==> config.mk <==
export PLATFORM = sky130hd
export DESIGN_NAME = sigma_dec_key_feeder
export DESIGN_NICKNAME = d
export VERILOG_FILES = /design/src/rtl/sigma_dec_key_feeder.sv
export SDC_FILE = /design/constraint.sdc
export NUM_CORES = 2
export LEC_CHECK = 0
export CELL_PAD_IN_SITES_DETAIL_PLACEMENT = 0
export CELL_PAD_IN_SITES_GLOBAL_PLACEMENT = 1
export CORE_MARGIN = 2
export CORE_UTILIZATION = 52
export CTS_CLUSTER_DIAMETER = 80
export DETAILED_ROUTE_END_ITERATION = 8
export HOLD_SLACK_MARGIN = 0.03
export PLACE_DENSITY_LB_ADDON = 0.1
export SLEW_MARGIN = 20
export SYNTH_ARGS = -nofsm -noshare
export SYNTH_HDL_FRONTEND = slang
export SYNTH_SLANG_ARGS = --single-unit
==> constraint.sdc <==
create_clock -name clk -period 9.5 [get_ports clk]
set_clock_uncertainty 0.15 [all_clocks]
set_input_delay 1.425 -clock clk [delete_from_list [all_inputs] [get_ports clk]]
set_output_delay 1.425 -clock clk [all_outputs]
set_load 0.03 [all_outputs]
==> src/rtl/sigma_dec_key_feeder.sv <==
// Decryption-side sigma stage: stores NK round keys, replays them
// in reverse order and XORs each onto one state beat.
module sigma_dec_key_feeder #(
   parameter int ROUNDS = 12,
   parameter int W      = 128
) (
   input  logic         clk,
   input  logic         rst,
   input  logic         clear,
   input  logic         key_wr_en,
   input  logic [W-1:0] key_wr_data,
   output logic         keys_ready,
   input  logic         start,
   output logic         busy,
   input  logic         in_valid,
   input  logic [W-1:0] in_data,
   output logic         in_ready,
   output logic         out_valid,
   output logic [W-1:0] out_data,
   input  logic         out_ready,
   output logic [3:0]   out_round,
   output logic         out_last
);

   localparam logic [3:0] LAST = 4'(ROUNDS);

   typedef enum logic [1:0] {
      LOAD,
      IDLE,
      RUN
   } state_t;

   state_t       state;
   logic [3:0]   wr_ptr;
   logic [3:0]   rd_ptr;
   logic [W-1:0] keys [ROUNDS+1];
   logic         key_we;
   logic         accept;

   // One-entry output register: refill in the same cycle it drains
   assign in_ready = (state == RUN) && (!out_valid || out_ready);
   assign accept   = in_valid && in_ready;
   assign key_we   = (state == LOAD) && key_wr_en && !clear;

   always_ff @(posedge clk) begin
      if (key_we)
         keys[wr_ptr] <= key_wr_data;
   end

   always_ff @(posedge clk or posedge rst) begin
      if (rst) begin
         state      <= LOAD;
         wr_ptr     <= '0;
         rd_ptr     <= LAST;
         keys_ready <= 1'b0;
         busy       <= 1'b0;
         out_valid  <= 1'b0;
         out_data   <= '0;
         out_round  <= '0;
         out_last   <= 1'b0;
      end else if (clear) begin
         state      <= LOAD;
         wr_ptr     <= '0;
         rd_ptr     <= LAST;
         keys_ready <= 1'b0;
         busy       <= 1'b0;
         out_valid  <= 1'b0;
      end else begin
         if (out_valid && out_ready)
            out_valid <= 1'b0;
         unique case (state)
            LOAD: begin
               if (key_wr_en) begin
                  wr_ptr <= wr_ptr + 4'd1;
                  if (wr_ptr == LAST) begin
                     state      <= IDLE;
                     keys_ready <= 1'b1;
                  end
               end
            end
            IDLE: begin
               if (start) begin
                  state  <= RUN;
                  rd_ptr <= LAST;
                  busy   <= 1'b1;
               end
            end
            RUN: begin
               if (accept) begin
                  out_data  <= in_data ^ keys[rd_ptr];
                  out_round <= rd_ptr;
                  out_last  <= (rd_ptr == 4'd0);
                  out_valid <= 1'b1;
                  // Key 0 is the final whitening: the pass ends here
                  if (rd_ptr == 4'd0) begin
                     state  <= IDLE;
                     busy   <= 1'b0;
                     rd_ptr <= LAST;
                  end else begin
                     rd_ptr <= rd_ptr - 4'd1;
                  end
               end
            end
            default: state <= LOAD;
         endcase
      end
   end

endmodule

======== After elaboration in Yosys (flattened, before gate mapping) ========
Memories as Yosys holds them, arrays and structs flattened.
Index checks and enable logic that the tools add are counted.
cells by class
  bitwise operators ....................... 2
  equality and inequality tests ........... 8
  reduce and logical (&&, ||, !) cells .... 20
  add/subtract/negate cells ............... 2
  mux-type cells .......................... 30
operators by type and width
  cell                 number
  $xor 128x128->128    1
  $mux 4               7
  $mux 1               14
  $mux 2               6
  $ne 3x3->1 const B   3
  $reduce_and 3->1     3
  $pmux 4 s2           1
  $ne 3x2->1 const B   2
  $pmux 2 s3           1
  $reduce_bool 2->1    3
  $logic_and 1x1->1    5
  $reduce_and 5->1     1
  $add 4x1->4 const B  1
  $eq 4x4->1 const B   1
  $logic_not 4->1      1
  $reduce_and 4->1     1
  $sub 4x1->4 const B  1
  $reduce_bool 3->1    1
  $eq 2x1->1 const B   1
  $eq 2x2->1 const B   1
  $logic_not 1->1      2
  $logic_not 2->1      1
  $pmux 1 s2           1
  $reduce_and 2->1     1
  other kinds (2)      2
storage, ports and cells
  word-level logic and storage cells ...... 72
  bits in registers ....................... 146
  bits of input ports ..................... 263
  memories kept ........................... 1
  RAM bits ................................ 1664
memory list
  name  depth  bits a word  rd ports  clocked after memory_dff  write ports  line  RTL
  keys  13     128          1         0                         1            36    logic [W-1:0] keys [ROUNDS+1];

======== Longest topological paths before layout ========
  depth after elaboration ................. 7
  mapped depth ............................ 10
  gate-level depth less buffers ........... 6

======== Worst setup path after synthesis ========
OpenSTA, ideal clock, no wires.
  kind .................................... input -> register
  start ................................... in clear
  end ..................................... mem keys[12][0] (enable)
  stages on the path ...................... 4
  slack ................................... 1.450 ns
  setup time .............................. 0.617 ns
  arrival time ............................ 7.283 ns
  cells stage by stage .................... clkbuf_1 -> nor2_1 -> nand3b_1 -> nor2_1
on the way
  word-level cells in the longest chain between the ends .. 4
ends and longest elaborated chain
  element                       line  RTL
  start: declaration            9     input logic clear,
  $logic_not 1->1               43    assign key_we = (state == LOAD) && key_wr_en && !clear;
  $logic_and 1x1->1             43
  $mux 1                        46    if (key_we)
  $mux 1 (implied by the code)  47    keys[wr_ptr] <= key_wr_data;
  end: declaration              36
Every way passes these cells.

======== Worst setup path after layout ========
  start ................................... in out_ready
  end ..................................... out in_ready
on the way
  word-level cells in the longest chain between the ends .. 2
ends and longest elaborated chain
  element             line  RTL
  start: declaration  20    input logic out_ready,
  $logic_or 1x1->1    41    assign in_ready = (state == RUN) && (!out_valid || out_ready);
  $logic_and 1x1->1   41
  end: declaration    17    output logic in_ready,
Every way passes these cells.

==> results_dict.tcl <==
set metrics [dict create \
    fin_util 0.6054 \
    hp-class "flop to flop" \
    yosysMostFrequentCell "edfxtp_1" \
    swShare 0.1983 \
    synth_top_area_frac 0.6665 \
    fmax_ghz 0.1914 \
    clock-sinks 1810 \
    synth.avg_cell_area_sq_um 17.04 \
    status "complete, no violations" \
    wl_per_cell_um 28.88 \
    cts_buffers 186 \
    synthToLayoutAreaGrowth_pct 15.73 \
    io_pins 400 \
    cts.hold.buffers_added 0 \
    async_flop_share 0.08066 \
    grt_first_pass_wirelength_um 287500 \
    gp_congestion 0.7752 \
    yosysSeqAreaShare 0.7153 \
    stdcell_area_sq_mm 0.08676 \
    p_comb_frac 0.021 \
    fin_crit_ns 5.224 \
    tightest_slew_ns 1.131 \
    dpl.hpwl_um 103000 \
    maxSlewViolCount 0 \
    synth_area_sq_mm 0.07497 \
    clockBufferDepth 3 \
    die_height_um 383.7 \
    yosys-top-cells-area "edfxtp_1, mux4_2, mux2i_1, dfrtp_1, nand4_1" \
    grt.overflow.total 0 \
    post_cts.resized_instances 0 \
    p_seq_frac 0.540 \
    crit_fanout 72 \
    initial_core_util 0.5231 \
    drive_above_1_share 0.1254 \
    grt_pass1_vias 42540 \
    crit_path_start_kind "input pin" \
    ys_top_cells_by_count "edfxtp_1, mux2i_1, nand2_1" \
    die_x_um 383.7 \
    rows 139 \
    clock_power_share 0.439 \
    grt_max_degree 155 \
    maxUsedRoutingLayer "met5" \
    yosysTopAreaCell "edfxtp_1" \
    syn_nets 4668 \
    tns_ns 0 \
    setup_viol 0 \
    vias 42980 \
    met1Wirelength_um 84250 \
    power.density_mw_per_mm2 187.4 \
    multi_input_area_sq_mm 0.02003 \
    drc 0 \
    synthCells 4400 \
    crit_required_ns 7.93 \
    period_share 0.5499 \
    viasPerCell 6.308 \
    cp-end-kind "primary output" \
    die-area_sq_mm 0.1472 \
    leakagePower_nw 28.70 \
    path_clk_slew_ns 0.06 \
    n_fill_cell 10580 \
    fin_nets 5005 \
    report.final.hold_viol_count 0 \
    ys_warn_count 0 \
    numPortBuffers 399 \
    vdd_drop_max_v 0.0001561 \
    slew_headroom 0.2458 \
    internal_power_w 0.01304 \
    final-seq-area_sq_mm 0.05364 \
    cts_tree "done" \
    wl_um 196800 \
    drtAntennaViolNets 0 \
    htreeDepth 4 \
    grt_usage 0.2670 \
    cts_setup_buffers 0 \
    cap_violations 0 \
    ys_ff_latch 1810 \
    rsz0062_at_grt "false" \
    dr_wl_met2_um 93100 \
    drt_iter0_drc 4411 \
    root_buffer "clkbuf_16" \
    arrival_ns 3.65 \
    worstSetupPathType "input pin to primary output" \
    placedInstanceArea_sq_mm 0.08073 \
    ys.flop_type "edfxtp_1" \
    synth_edf_count 1664 \
    core_area_sq_mm 0.1433 \
    wl_met3_um 14850 \
    yosysUniqueCellTypes 42 \
    insertion_delay_ns 0.80 \
    dr.pass1.iters 6 \
    switching_power_w 0.003224 \
    antenna_found_initial 31 \
]
==> cells by family (layout without fill, tap and decap cells) <==
logic type / count (synthesis) / in the layout / share of synthesized area
fa+ha+maj: 5 / 5 / 0.0008345
mux: 769 / 769 / 0.1454
buf+inv: 325 / 823 / 0.01888
compound gates: 281 / 281 / 0.02345
xor+xnor: 3 / 3 / 0.0003506
flops: 1810 / 1810 / 0.7153
simple gates: 1207 / 1207 / 0.09578
other cells: 0 / 12 / 0
==> power by group through the flow <==
stage / clock [W] / sequential (W) / combinational (W)
floorplan: 0 / 0.00895 / 0.0000609
global placement: 0 / 0.00895 / 0.000338
detailed placement: 0 / 0.00895 / 0.000345
CTS: 0.00726 / 0.00878 / 0.000346
global route: 0.00758 / 0.00878 / 0.000371
finish: 0.00714 / 0.00878 / 0.000342
==> final cells by class <==
type	instances	share of cell area
inverters	7	0.0005625
repair buffers	467	0.05374
diodes	12	0.0003461
clock buffers	270	0.06086
clock inverters	79	0.007889
well taps	1903	0.02745
flip-flops and latches	1810	0.6182
multi-input cells	2265	0.2309
==> stage by stage <==
stage | cells | hold WS, ns | setup slack (ns) | total power (W)
final | 6813 | 0.3117 | 4.276 | 0.01626
after floorplan | 4400 | 0.3761 | 1.450 | 0.009014
after CTS | 6800 | 0.3181 | 4.228 | 0.01639
after global placement | 6451 | 0.2987 | 3.851 | 0.009285
after global routing | 6808 | 0.3415 | 4.153 | 0.01673
after detailed placement | 6451 | 0.3045 | 3.698 | 0.009294
==> registers in the layout, indices dropped and copies added, names as in the netlist <==
signal      cells
out_round       4
keys         1664
rd_ptr          4
out_last        1
state           2
busy            1
wr_ptr          4
keys_ready      1
out_data      128
out_valid       1
==> metal layers <==
metal,vias to the layer above,track usage
li1,18410,-
met5,-,0
met2,1722,0.4193
met4,34,0.07749
met1,22490,0.3829
met3,322,0.05248
==> worst max-delay path, cell delays in order <==
cell	delay (ns)
clkdlybuf4s50_1	0.53
nand2b_4	0.78
and2_1	0.24
clkdlybuf4s50_1	0.67
==> cell usage in the layout (no fill, tap or decap), drive strengths merged, types with 128 or more instances in the layout <==
cell and n:
a22oi 129, mux4 256, dfrtp 144, nand2b 129, clkbuf 270, nand4 259
edfxtp 1664, a21oi 133, nor3b 129, clkdlybuf4s50 399, nor2 139, nand2 266
or4 128, mux2i 513
==> worst paths after layout <==
| check | from | endpoint | slack, ns | depth (start not counted) |
|---|---|---|---|---|
| worst max-delay path | out_ready | in_ready | 4.28 | 4 |
| worst min-delay path | out_data[67] | out_data[67] | 0.31 | 2 |
| worst max register to register | state[1] | out_data[64] | 5.22 | 8 |
| worst min register to register | out_data[67] | out_data[67] | 0.31 | 2 |
| max in group asynchronous | rst | out_data[127] | 6.89 | 3 |
| min in group asynchronous | rst | out_data[92] | 0.95 | 2 |
No activity file was read; power rests on OpenSTA's default activity.
